===== config.mk =====
export PLATFORM = sky130hd
export DESIGN_NAME = spi_master
export DESIGN_NICKNAME = d
export VERILOG_FILES = /design/src/rtl/spi_master.sv
export SDC_FILE = /design/constraint.sdc
export NUM_CORES = 1
export LEC_CHECK = 0
export ABC_AREA = 1
export CORE_MARGIN = 3
export CORE_UTILIZATION = 60
export DETAILED_ROUTE_END_ITERATION = 12
export DONT_BUFFER_PORTS = 1
export PLACE_DENSITY_LB_ADDON = 0.1
export SYNTH_ARGS = -nofsm -noshare
export SYNTH_HDL_FRONTEND = slang
export SYNTH_SLANG_ARGS = --single-unit

===== constraint.sdc =====
create_clock -name clk_i -period 2.47 [get_ports clk_i]
set_clock_uncertainty 0.15 [all_clocks]
set_input_delay 0.494 -clock clk_i [delete_from_list [all_inputs] [get_ports clk_i]]
set_output_delay 0.494 -clock clk_i [all_outputs]
set_load 0.01 [all_outputs]

===== src/rtl/spi_master.sv =====
`timescale 1ns/1ps
// Bring-up sequencer: target reset pulse, write-only SPI payload (mode 0, MSB first), start pulse, fetch/done.
// Latency: done rises RESET_CYCLES+NUM_WORDS*WORD_WIDTH*2*CLK_DIV+3 edges after the edge that samples push.
// Backpressure: none; push is a level request honoured in IDLE, and holding it keeps the block in DONE.
module spi_master #(
    parameter int          CLK_DIV      = 2,
    parameter int          WORD_WIDTH   = 32,
    parameter int          NUM_WORDS    = 4,
    parameter int          RESET_CYCLES = 8,
    parameter logic [31:0] PAYLOAD_BASE = 32'hC0DE_0000
) (
    input  logic clk_i,
    input  logic rst_ni,
    input  logic push,
    output logic start,
    output logic done,
    output logic reset,
    output logic fetch,
    output logic spi_sclk,
    output logic spi_sdo,
    output logic spi_cs
);

    typedef enum logic [2:0] {
        S_IDLE,
        S_RST,
        S_SETUP,
        S_SHIFT,
        S_HOLD,
        S_START,
        S_DONE
    } state_t;

    localparam int RW = (RESET_CYCLES > 1) ? $clog2(RESET_CYCLES) : 1;
    localparam int DW = (CLK_DIV > 1)      ? $clog2(CLK_DIV)      : 1;
    localparam int BW = (WORD_WIDTH > 1)   ? $clog2(WORD_WIDTH)   : 1;
    localparam int NW = (NUM_WORDS > 1)    ? $clog2(NUM_WORDS)    : 1;

    localparam logic [RW-1:0] RST_LAST  = RW'(RESET_CYCLES - 1);
    localparam logic [DW-1:0] DIV_LAST  = DW'(CLK_DIV - 1);
    localparam logic [BW-1:0] BIT_LAST  = BW'(WORD_WIDTH - 1);
    localparam logic [NW-1:0] WORD_LAST = NW'(NUM_WORDS - 1);

    // Word 0 of the payload; later words are derived by adding the word index.
    localparam logic [WORD_WIDTH-1:0] WORD0 = WORD_WIDTH'(PAYLOAD_BASE);

    state_t                state;
    logic [RW-1:0]         rst_cnt;
    logic [DW-1:0]         div_cnt;
    logic [BW-1:0]         bit_idx;
    logic [NW-1:0]         word_idx;
    // Bits of the current word still to be sent after the one on spi_sdo, MSB aligned.
    logic [WORD_WIDTH-2:0] rest;
    logic [WORD_WIDTH-1:0] next_word;

    // Payload word that follows the one currently being shifted out.
    always_comb begin
        next_word = WORD0 + WORD_WIDTH'(word_idx) + WORD_WIDTH'(1);
    end

    // Sequencer FSM; every output is a register so cs/sclk cannot glitch.
    always_ff @(posedge clk_i or negedge rst_ni) begin
        if (!rst_ni) begin
            state    <= S_IDLE;
            start    <= 1'b0;
            done     <= 1'b0;
            reset    <= 1'b0;
            fetch    <= 1'b0;
            spi_sclk <= 1'b0;
            spi_sdo  <= 1'b0;
            spi_cs   <= 1'b1;
            rst_cnt  <= '0;
            div_cnt  <= '0;
            bit_idx  <= '0;
            word_idx <= '0;
            rest     <= '0;
        end else begin
            case (state)
                S_IDLE: begin
                    if (push) begin
                        state   <= S_RST;
                        reset   <= 1'b1;
                        rst_cnt <= '0;
                    end
                end
                S_RST: begin
                    if (rst_cnt == RST_LAST) begin
                        // Open the frame with the first data bit already on the line.
                        state    <= S_SETUP;
                        reset    <= 1'b0;
                        spi_cs   <= 1'b0;
                        spi_sdo  <= WORD0[WORD_WIDTH-1];
                        rest     <= WORD0[WORD_WIDTH-2:0];
                        div_cnt  <= '0;
                        bit_idx  <= '0;
                        word_idx <= '0;
                    end else begin
                        rst_cnt <= rst_cnt + 1'b1;
                    end
                end
                S_SETUP: begin
                    state <= S_SHIFT;
                end
                S_SHIFT: begin
                    if (div_cnt == DIV_LAST) begin
                        div_cnt <= '0;
                        if (!spi_sclk) begin
                            spi_sclk <= 1'b1;
                        end else begin
                            // Falling edge closes a bit; sdo moves only here.
                            spi_sclk <= 1'b0;
                            if (bit_idx == BIT_LAST) begin
                                bit_idx <= '0;
                                if (word_idx == WORD_LAST) begin
                                    state <= S_HOLD;
                                end else begin
                                    word_idx <= word_idx + 1'b1;
                                    spi_sdo  <= next_word[WORD_WIDTH-1];
                                    rest     <= next_word[WORD_WIDTH-2:0];
                                end
                            end else begin
                                bit_idx <= bit_idx + 1'b1;
                                spi_sdo <= rest[WORD_WIDTH-2];
                                rest    <= rest << 1;
                            end
                        end
                    end else begin
                        div_cnt <= div_cnt + 1'b1;
                    end
                end
                S_HOLD: begin
                    state   <= S_START;
                    start   <= 1'b1;
                    spi_cs  <= 1'b1;
                    spi_sdo <= 1'b0;
                end
                S_START: begin
                    state <= S_DONE;
                    start <= 1'b0;
                    done  <= 1'b1;
                    fetch <= 1'b1;
                end
                S_DONE: begin
                    if (!push) begin
                        state <= S_IDLE;
                        done  <= 1'b0;
                        fetch <= 1'b0;
                    end
                end
                default: begin
                    state <= S_IDLE;
                end
            endcase
        end
    end

endmodule


==> flow_results.xml, run 1 <==
<?xml version="1.0" encoding="UTF-8"?>
<metrics>
  <group name="status">
    <metric name="status" unit="">finished, final reports clean</metric>
  </group>
  <group name="pwr">
    <metric name="power.leakage" unit="nW">1.47</metric>
    <metric name="vdd.ir_drop.worst" unit="V">0.000693</metric>
    <metric name="pwr_density_cell" unit="nW/um2">1160</metric>
  </group>
  <group name="sta">
    <metric name="grt_setup_unrepaired" unit="">no</metric>
    <metric name="tmin_final" unit="ns">2.20</metric>
    <metric name="max_slew_margin" unit="%">62.0</metric>
    <metric name="timing.final.setup_violations" unit="">0</metric>
    <metric name="part_of_the_cycle_the_worst_path_needs" unit="%">89.0</metric>
    <metric name="timing_max_transition_violations_final" unit="">0</metric>
    <metric name="finalWorstSetupSlack" unit="ns">0.271</metric>
    <metric name="clock.fmax" unit="GHz">0.455</metric>
    <metric name="tightest_slew" unit="ns">0.569</metric>
    <metric name="final_layout_setup_total_negative_slack" unit="ns">0</metric>
    <metric name="report.final.hold_viol_count" unit="">0</metric>
  </group>
  <group name="placed_design">
    <metric name="globalplace.congestion" unit="">0.809</metric>
    <metric name="hpwl" unit="um">3160</metric>
    <metric name="place_ws" unit="ns">0.326</metric>
    <metric name="port-buffer-count" unit="">0</metric>
  </group>
  <group name="logic_synthesis">
    <metric name="post-synth-top-area-fraction" unit="%">45.8</metric>
    <metric name="synth.yosys.seq_area_share" unit="%">46.8</metric>
    <metric name="synth_most_common_cell" unit="">sky130_fd_sc_hd__nand2_1</metric>
    <metric name="synth-warning-count" unit="">0</metric>
    <metric name="synth_edf_count" unit="">0</metric>
    <metric name="synth.lib_cells_used.distinct" unit="">24</metric>
    <metric name="yosys-top-cells-area" unit="">sky130_fd_sc_hd__dfrtp_1, sky130_fd_sc_hd__nand2_1, sky130_fd_sc_hd__nand4_1</metric>
    <metric name="yosysTopAreaCell" unit="">sky130_fd_sc_hd__dfrtp_1</metric>
    <metric name="commonest_cells_post_synth" unit="">sky130_fd_sc_hd__nand2_1, sky130_fd_sc_hd__dfrtp_1, sky130_fd_sc_hd__nor2_1</metric>
    <metric name="synthCells" unit="">361</metric>
    <metric name="synth.ff_latch_count" unit="">51</metric>
    <metric name="synth_top_flop_cell" unit="">sky130_fd_sc_hd__dfrtp_1</metric>
    <metric name="synth.net_count" unit="">370</metric>
    <metric name="mappedNetlistArea" unit="um2">2730</metric>
    <metric name="synth_area_per_cell" unit="um2">7.57</metric>
    <metric name="async_set_reset_flop_share_out_of_synthesis" unit="%">100</metric>
  </group>
  <group name="worst_setup_path">
    <metric name="timing.critical_path.slowest_cell_delay" unit="ns">0.42</metric>
    <metric name="most_repeated_library_cell_on_the_critical_path" unit="">sky130_fd_sc_hd__nand2_1</metric>
    <metric name="critical_path_class" unit="">flop to flop</metric>
    <metric name="cp_top_family" unit="">simple AND/OR/NAND/NOR gates</metric>
    <metric name="crit_chain" unit="">ha_1, nand2_1, nor2_1, ha_1, nand2_1, inv_1, o21ai_2, buf_4, nand4_1, nand2_1</metric>
    <metric name="critical-path-slowest-cell" unit="">sky130_fd_sc_hd__dfrtp_1</metric>
    <metric name="startpoint_type" unit="">flop</metric>
    <metric name="cp_max_fo" unit="">30</metric>
    <metric name="critical_path.reg2reg.endpoint" unit="">rest[6]</metric>
    <metric name="timing.critical_path.required" unit="ns">2.55</metric>
    <metric name="r2r-start" unit="">bit_idx[0]</metric>
    <metric name="worst-r2r-cell-count" unit="">10</metric>
    <metric name="reg2reg_setup_slack" unit="ns">0.27</metric>
    <metric name="cp_num_buf_inv" unit="">2</metric>
    <metric name="critPathArrivalTime" unit="ns">2.28</metric>
    <metric name="end_kind" unit="">flop</metric>
  </group>
  <group name="worst_hold_path">
    <metric name="min_from" unit="">push</metric>
    <metric name="min_delay_path_depth" unit="">2</metric>
    <metric name="hold_path.class" unit="">input port to flop</metric>
    <metric name="hold-path-endpoint" unit="">fetch</metric>
  </group>
  <group name="global_routing">
    <metric name="track_usage" unit="%">21.5</metric>
    <metric name="globalRoute.totalOverflow" unit="">0</metric>
    <metric name="global_route_wire_length_before_repair" unit="um">9210</metric>
    <metric name="via_count_of_the_first_global_routing_pass" unit="">2071</metric>
    <metric name="grt_max_degree" unit="">52</metric>
    <metric name="initial_antenna_violation_count" unit="">0</metric>
  </group>
  <group name="drt">
    <metric name="drt_pass1_iterations" unit="">4</metric>
    <metric name="route.final.wire_length" unit="um">5210</metric>
    <metric name="initialDrtViolationCount" unit="">234</metric>
    <metric name="drtAntennaViolNets" unit="">0</metric>
    <metric name="viasPerCell" unit="">5.53</metric>
    <metric name="vias" unit="">2236</metric>
    <metric name="wire_per_inst" unit="um">12.9</metric>
    <metric name="route.detailed.drc" unit="">0</metric>
  </group>
  <group name="final_layout">
    <metric name="fillerInstances" unit="">357</metric>
    <metric name="post_route_cells_drive_above_1_share" unit="%">8.47</metric>
    <metric name="area.sequential" unit="um2">1280</metric>
    <metric name="multi_input_area" unit="um2">1220</metric>
    <metric name="antenna_cells" unit="">0</metric>
    <metric name="nets" unit="">362</metric>
    <metric name="synthToLayoutAreaGrowth" unit="%">4.31</metric>
  </group>
  <group name="cts">
    <metric name="cts_tree" unit="">built</metric>
    <metric name="clock_sink_count" unit="">51</metric>
    <metric name="post-cts-setup-buffers" unit="">0</metric>
    <metric name="cts_buffers" unit="">5</metric>
    <metric name="clk_root_buffer_cell" unit="">sky130_fd_sc_hd__clkbuf_8</metric>
    <metric name="htree_levels" unit="">2</metric>
    <metric name="cts_repair_resizes" unit="">0</metric>
    <metric name="clk-insertion-delay-late" unit="ns">0.30</metric>
    <metric name="path_clk_slew" unit="ns">0.09</metric>
    <metric name="buffer_levels_on_the_longest_clock_path" unit="">2</metric>
  </group>
  <group name="run">
    <metric name="max_cap_violation_count" unit="">0</metric>
  </group>
  <group name="die">
    <metric name="core-area" unit="um2">4200</metric>
    <metric name="num_io_pins" unit="">10</metric>
    <metric name="initial_utilization" unit="%">65.0</metric>
    <metric name="num_rows" unit="">23</metric>
    <metric name="dieHeight" unit="um">73.5</metric>
    <metric name="die_width" unit="um">73.5</metric>
    <metric name="die_area" unit="um2">5400</metric>
  </group>
</metrics>
[registers in the layout (all words and copies together), names as in the netlist]
| name | cells |
|---|---|
| rest | 31 |
| bit_idx | 5 |
| rst_cnt | 3 |
| state | 3 |
| word_idx | 2 |
| div_cnt | 1 |
| fetch | 1 |
| reset | 1 |
| spi_cs | 1 |
| spi_sclk | 1 |
| spi_sdo | 1 |
| start | 1 |
[stage by stage]
stage	utilization, %	power (mW)	hold WS (ns)	cell area [um2]	std cells
floorplan	-	2.51	0.0484	2730	361
global placement	64.3	2.69	0.0494	2700	394
detailed placement	64.3	2.73	0.0496	2700	394
CTS	67.8	3.33	0.214	2850	404
global route	67.8	3.59	0.218	2850	404
finish	67.8	3.30	0.215	2850	404
[where the power goes]
group	internal [mW]	switching [mW]
clock network	0.302	0.268
registers	1.06	0.214
logic	0.439	1.02
total	1.81	1.50
[per-layer routing]
layer	up-vias	routed length, um	global-route usage (%)
met5	-	0	0
met4	0	59	6.84
met3	6	172	3.15
met2	48	2580	35.0
met1	1050	2400	29.5
li1	1132	-	-
[cells in the final DEF (no fill, tap or decap)]
cell	count
sky130_fd_sc_hd__nand3_1	12
sky130_fd_sc_hd__o21ai_2	1
sky130_fd_sc_hd__dlygate4sd3_1	1
sky130_fd_sc_hd__xor2_1	2
sky130_fd_sc_hd__clkinvlp_4	1
sky130_fd_sc_hd__nor2_4	1
sky130_fd_sc_hd__a21oi_1	1
sky130_fd_sc_hd__nor2_2	1
sky130_fd_sc_hd__inv_2	2
sky130_fd_sc_hd__clkbuf_1	1
sky130_fd_sc_hd__nand3_2	3
sky130_fd_sc_hd__o21ai_1	4
sky130_fd_sc_hd__ha_1	6
sky130_fd_sc_hd__nand2_2	4
sky130_fd_sc_hd__bufinv_16	1
sky130_fd_sc_hd__nand4_1	33
sky130_fd_sc_hd__nand2_1	142
sky130_fd_sc_hd__dfrtp_1	50
sky130_fd_sc_hd__buf_16	1
sky130_fd_sc_hd__nor2_1	37
sky130_fd_sc_hd__o21ai_0	12
sky130_fd_sc_hd__buf_4	7
sky130_fd_sc_hd__dfstp_2	1
sky130_fd_sc_hd__clkbuf_8	5
sky130_fd_sc_hd__or2_2	2
sky130_fd_sc_hd__a31oi_1	1
sky130_fd_sc_hd__inv_1	21
sky130_fd_sc_hd__or2_0	1
[how the worst max path moves through the flow]
stage	start	end	cells after the start
floorplan	bit_idx[0]	rest[10]	11
global placement	rst_cnt[0]	rest[4]	10
detailed placement	bit_idx[0]	rest[2]	10
CTS	bit_idx[0]	rest[1]	10
global route	rst_cnt[0]	rest[6]	10
finish	bit_idx[0]	rest[6]	10
[kinds of logic (layout without fill, tap and decap cells)]
| logic type | count (synthesis) | after routing | synth area share, % |
|---|---|---|---|
| compound gates | 19 | 19 | 3.53 |
| xor+xnor | 2 | 2 | 0.641 |
| fa+ha+maj | 6 | 6 | 2.75 |
| buf+inv | 47 | 40 | 8.61 |
| flops | 51 | 51 | 46.8 |
| simple gates | 236 | 236 | 37.7 |
[cell type report]
class,count,area share (%)
Sequential cell,51,44.8
Inverter,23,3.03
Clock inverter,2,1.32
Multi-Input combinational cell,263,42.9
Timing Repair Buffer,9,3.16
Clock buffer,6,2.55
Tap cell,50,2.20
[timing repair]
action	in CTS	in global routing
endpoints found under the hold margin	51	0
hold buffers	2	0
setup endpoints to repair	0	0
No activity file was read; power rests on OpenSTA's default activity.
==> run 2: changes to the inputs <==
--- a/config.mk
+++ b/config.mk
@@ -9,8 +9,7 @@
 export CORE_MARGIN = 3
 export CORE_UTILIZATION = 60
 export DETAILED_ROUTE_END_ITERATION = 12
-export DONT_BUFFER_PORTS = 1
-export PLACE_DENSITY_LB_ADDON = 0.1
+export PLACE_DENSITY = 0.8
 export SYNTH_ARGS = -nofsm -noshare
 export SYNTH_HDL_FRONTEND = slang
 export SYNTH_SLANG_ARGS = --single-unit
==> flow_results.xml, run 2 (synthesized netlist as in run 1, its figures left out) <==
<?xml version="1.0" encoding="UTF-8"?>
<metrics>
  <group name="final_layout">
    <metric name="mostFrequentLayoutCells" unit="">sky130_fd_sc_hd__nand2_1, sky130_fd_sc_hd__dfrtp_1, sky130_fd_sc_hd__nor2_1, sky130_fd_sc_hd__nand4_1, sky130_fd_sc_hd__inv_1</metric>
    <metric name="post_route_cells_drive_above_1_share" unit="%">8.56</metric>
    <metric name="synthToLayoutAreaGrowth" unit="%">7.60</metric>
    <metric name="largest_register" unit="">rest</metric>
    <metric name="reg_top3" unit="">rest x31, bit_idx x5</metric>
    <metric name="nets" unit="">370</metric>
    <metric name="antenna_cells" unit="">0</metric>
    <metric name="layout_commonest_cell" unit="">sky130_fd_sc_hd__nand2_1</metric>
    <metric name="largest_reg_flops" unit="">31</metric>
    <metric name="final_cell_count_no_fill" unit="">412</metric>
  </group>
  <group name="worst_setup_path">
    <metric name="critical_path.reg2reg.endpoint" unit="">spi_sdo</metric>
    <metric name="setup.worst_path.end" unit="">spi_sdo</metric>
    <metric name="r2r-start" unit="">bit_idx[0]</metric>
    <metric name="cp_max_fo" unit="">32</metric>
    <metric name="crit_path_start" unit="">bit_idx[0]</metric>
    <metric name="reg2reg_setup_slack" unit="ns">0.32</metric>
    <metric name="critical_path_class" unit="">flop to flop</metric>
    <metric name="end_kind" unit="">flop</metric>
    <metric name="critPathArrivalTime" unit="ns">2.20</metric>
    <metric name="timing.critical_path.required" unit="ns">2.52</metric>
    <metric name="startpoint_type" unit="">flop</metric>
    <metric name="worst-r2r-cell-count" unit="">11</metric>
  </group>
  <group name="drt">
    <metric name="wire_per_inst" unit="um">12.7</metric>
    <metric name="route.detailed.drc" unit="">0</metric>
    <metric name="drt_pass1_iterations" unit="">4</metric>
    <metric name="viasPerCell" unit="">5.54</metric>
    <metric name="initialDrtViolationCount" unit="">160</metric>
    <metric name="route.final.wire_length" unit="um">5240</metric>
    <metric name="vias" unit="">2284</metric>
    <metric name="drtAntennaViolNets" unit="">0</metric>
  </group>
  <group name="cts">
    <metric name="post-cts-setup-buffers" unit="">0</metric>
    <metric name="cts_tree" unit="">built</metric>
    <metric name="htree_levels" unit="">2</metric>
    <metric name="clk_root_buffer_cell" unit="">sky130_fd_sc_hd__clkbuf_8</metric>
    <metric name="clock_sink_count" unit="">51</metric>
    <metric name="cts_buffers" unit="">5</metric>
    <metric name="hold_buffers" unit="">0</metric>
    <metric name="buffer_levels_on_the_longest_clock_path" unit="">2</metric>
    <metric name="cts_repair_resizes" unit="">0</metric>
    <metric name="path_clk_slew" unit="ns">0.09</metric>
    <metric name="clk-insertion-delay-late" unit="ns">0.30</metric>
  </group>
  <group name="die">
    <metric name="core-area" unit="um2">4200</metric>
    <metric name="num_io_pins" unit="">10</metric>
    <metric name="dieHeight" unit="um">73.5</metric>
    <metric name="initial_utilization" unit="%">65.0</metric>
    <metric name="num_rows" unit="">23</metric>
    <metric name="die_area" unit="um2">5400</metric>
    <metric name="die_width" unit="um">73.5</metric>
  </group>
  <group name="global_routing">
    <metric name="routing_usage_on_met3" unit="%">3.28</metric>
    <metric name="track_usage" unit="%">21.3</metric>
    <metric name="grt_max_degree" unit="">33</metric>
    <metric name="global_route_wire_length_before_repair" unit="um">9220</metric>
    <metric name="most_crowded_layer_after_global_routing" unit="">met2</metric>
    <metric name="initial_antenna_violation_count" unit="">0</metric>
    <metric name="via_count_of_the_first_global_routing_pass" unit="">2079</metric>
    <metric name="use_met1" unit="%">29.0</metric>
    <metric name="grt_util_met2" unit="%">35.8</metric>
    <metric name="globalRoute.totalOverflow" unit="">0</metric>
  </group>
  <group name="worst_hold_path">
    <metric name="hold_path.class" unit="">input port to async pin</metric>
  </group>
  <group name="placed_design">
    <metric name="hpwl" unit="um">3370</metric>
    <metric name="globalplace.congestion" unit="">0.789</metric>
    <metric name="port-buffer-count" unit="">9</metric>
    <metric name="count_of_placed_standard_cells_including_taps" unit="">404</metric>
  </group>
  <group name="sta">
    <metric name="max_slew_margin" unit="%">60.3</metric>
    <metric name="hold-worst-slack" unit="ns">0.0384</metric>
    <metric name="part_of_the_cycle_the_worst_path_needs" unit="%">87.0</metric>
    <metric name="timing_max_transition_violations_final" unit="">0</metric>
    <metric name="tmin_final" unit="ns">2.15</metric>
    <metric name="tightest_slew" unit="ns">0.595</metric>
    <metric name="final_layout_setup_total_negative_slack" unit="ns">0</metric>
    <metric name="report.final.hold_viol_count" unit="">0</metric>
    <metric name="clock.fmax" unit="GHz">0.465</metric>
    <metric name="timing.final.setup_violations" unit="">0</metric>
    <metric name="grt_setup_unrepaired" unit="">no</metric>
  </group>
  <group name="pwr">
    <metric name="power.leakage" unit="nW">1.52</metric>
    <metric name="vdd.ir_drop.worst" unit="V">0.000770</metric>
    <metric name="pwr_density_cell" unit="nW/um2">1190</metric>
  </group>
  <group name="run">
    <metric name="max_cap_violation_count" unit="">0</metric>
  </group>
  <group name="status">
    <metric name="status" unit="">finished, final reports clean</metric>
  </group>
</metrics>
[run 2: cell types whose count changed in the layout (fill, tap and decap cells not counted), sizes merged]
cell | previous run | this run
buf | 8 | 9
bufinv | 1 | 2
clkdlybuf4s50 | 0 | 8
clkinvlp | 1 | 0
dlygate4sd3 | 1 | 0
[run 2: area by class of cell]
type | count | area [um2]
Clock inverter | 2 | 60.1
Sequential cell | 51 | 1280
Multi-Input combinational cell | 263 | 1220
Clock buffer | 6 | 72.6
Inverter | 23 | 86.3
Timing Repair Buffer | 17 | 158
Tap cell | 50 | 62.6
Fill cell | 336 | 1260
[run 2: worst min-delay path by stage]
stage               startpoint          to  slack, ns  cells past startpoint
detailed placement    rest[30]    rest[30]       0.31                      2
floorplan               rst_ni  bit_idx[0]       0.05                      0
global placement      rest[30]    rest[30]       0.30                      2
finish                  rst_ni  rst_cnt[2]       0.04                      1
CTS                     rst_ni    rest[22]       0.06                      1
global route            rst_ni  rst_cnt[2]       0.08                      1
[run 2: worst max-delay path, stage by stage (launching register included)]
cell,delay (ns)
sky130_fd_sc_hd__dfrtp_1,0.41
sky130_fd_sc_hd__ha_1,0.21
sky130_fd_sc_hd__nand2_1,0.08
sky130_fd_sc_hd__nor2_1,0.06
sky130_fd_sc_hd__ha_1,0.22
sky130_fd_sc_hd__nand2_1,0.13
sky130_fd_sc_hd__inv_1,0.06
sky130_fd_sc_hd__o21ai_2,0.15
sky130_fd_sc_hd__buf_4,0.34
sky130_fd_sc_hd__nand3_1,0.12
sky130_fd_sc_hd__nand2_1,0.07
sky130_fd_sc_hd__nand2_1,0.04
[run 2: metal layers]
metal | vias up | part of all wire (%)
met2 | 49 | 49
met1 | 1084 | 47
met5 | - | 0
li1 | 1144 | -
met3 | 7 | 3.8
met4 | 0 | 0.90
[run 2: power breakdown]
part | internal (mW) | switching, mW
clock | 0.405 | 0.264
combinational | 0.517 | 1.06
sequential | 1.06 | 0.188
[run 2: per-stage QoR]
step           instance area, um2  power, mW  worst slack [ns]  util (%)
6_report                     2940       3.50             0.322      70.0
2_1_floorplan                2730       2.51             0.482         -
4_1_cts                      2940       3.51             0.336      70.0
3_5_place_dp                 2810       2.83             0.343      66.8
3_3_place_gp                 2810       2.78             0.401      66.8
5_1_grt                      2940       3.78             0.155      70.0
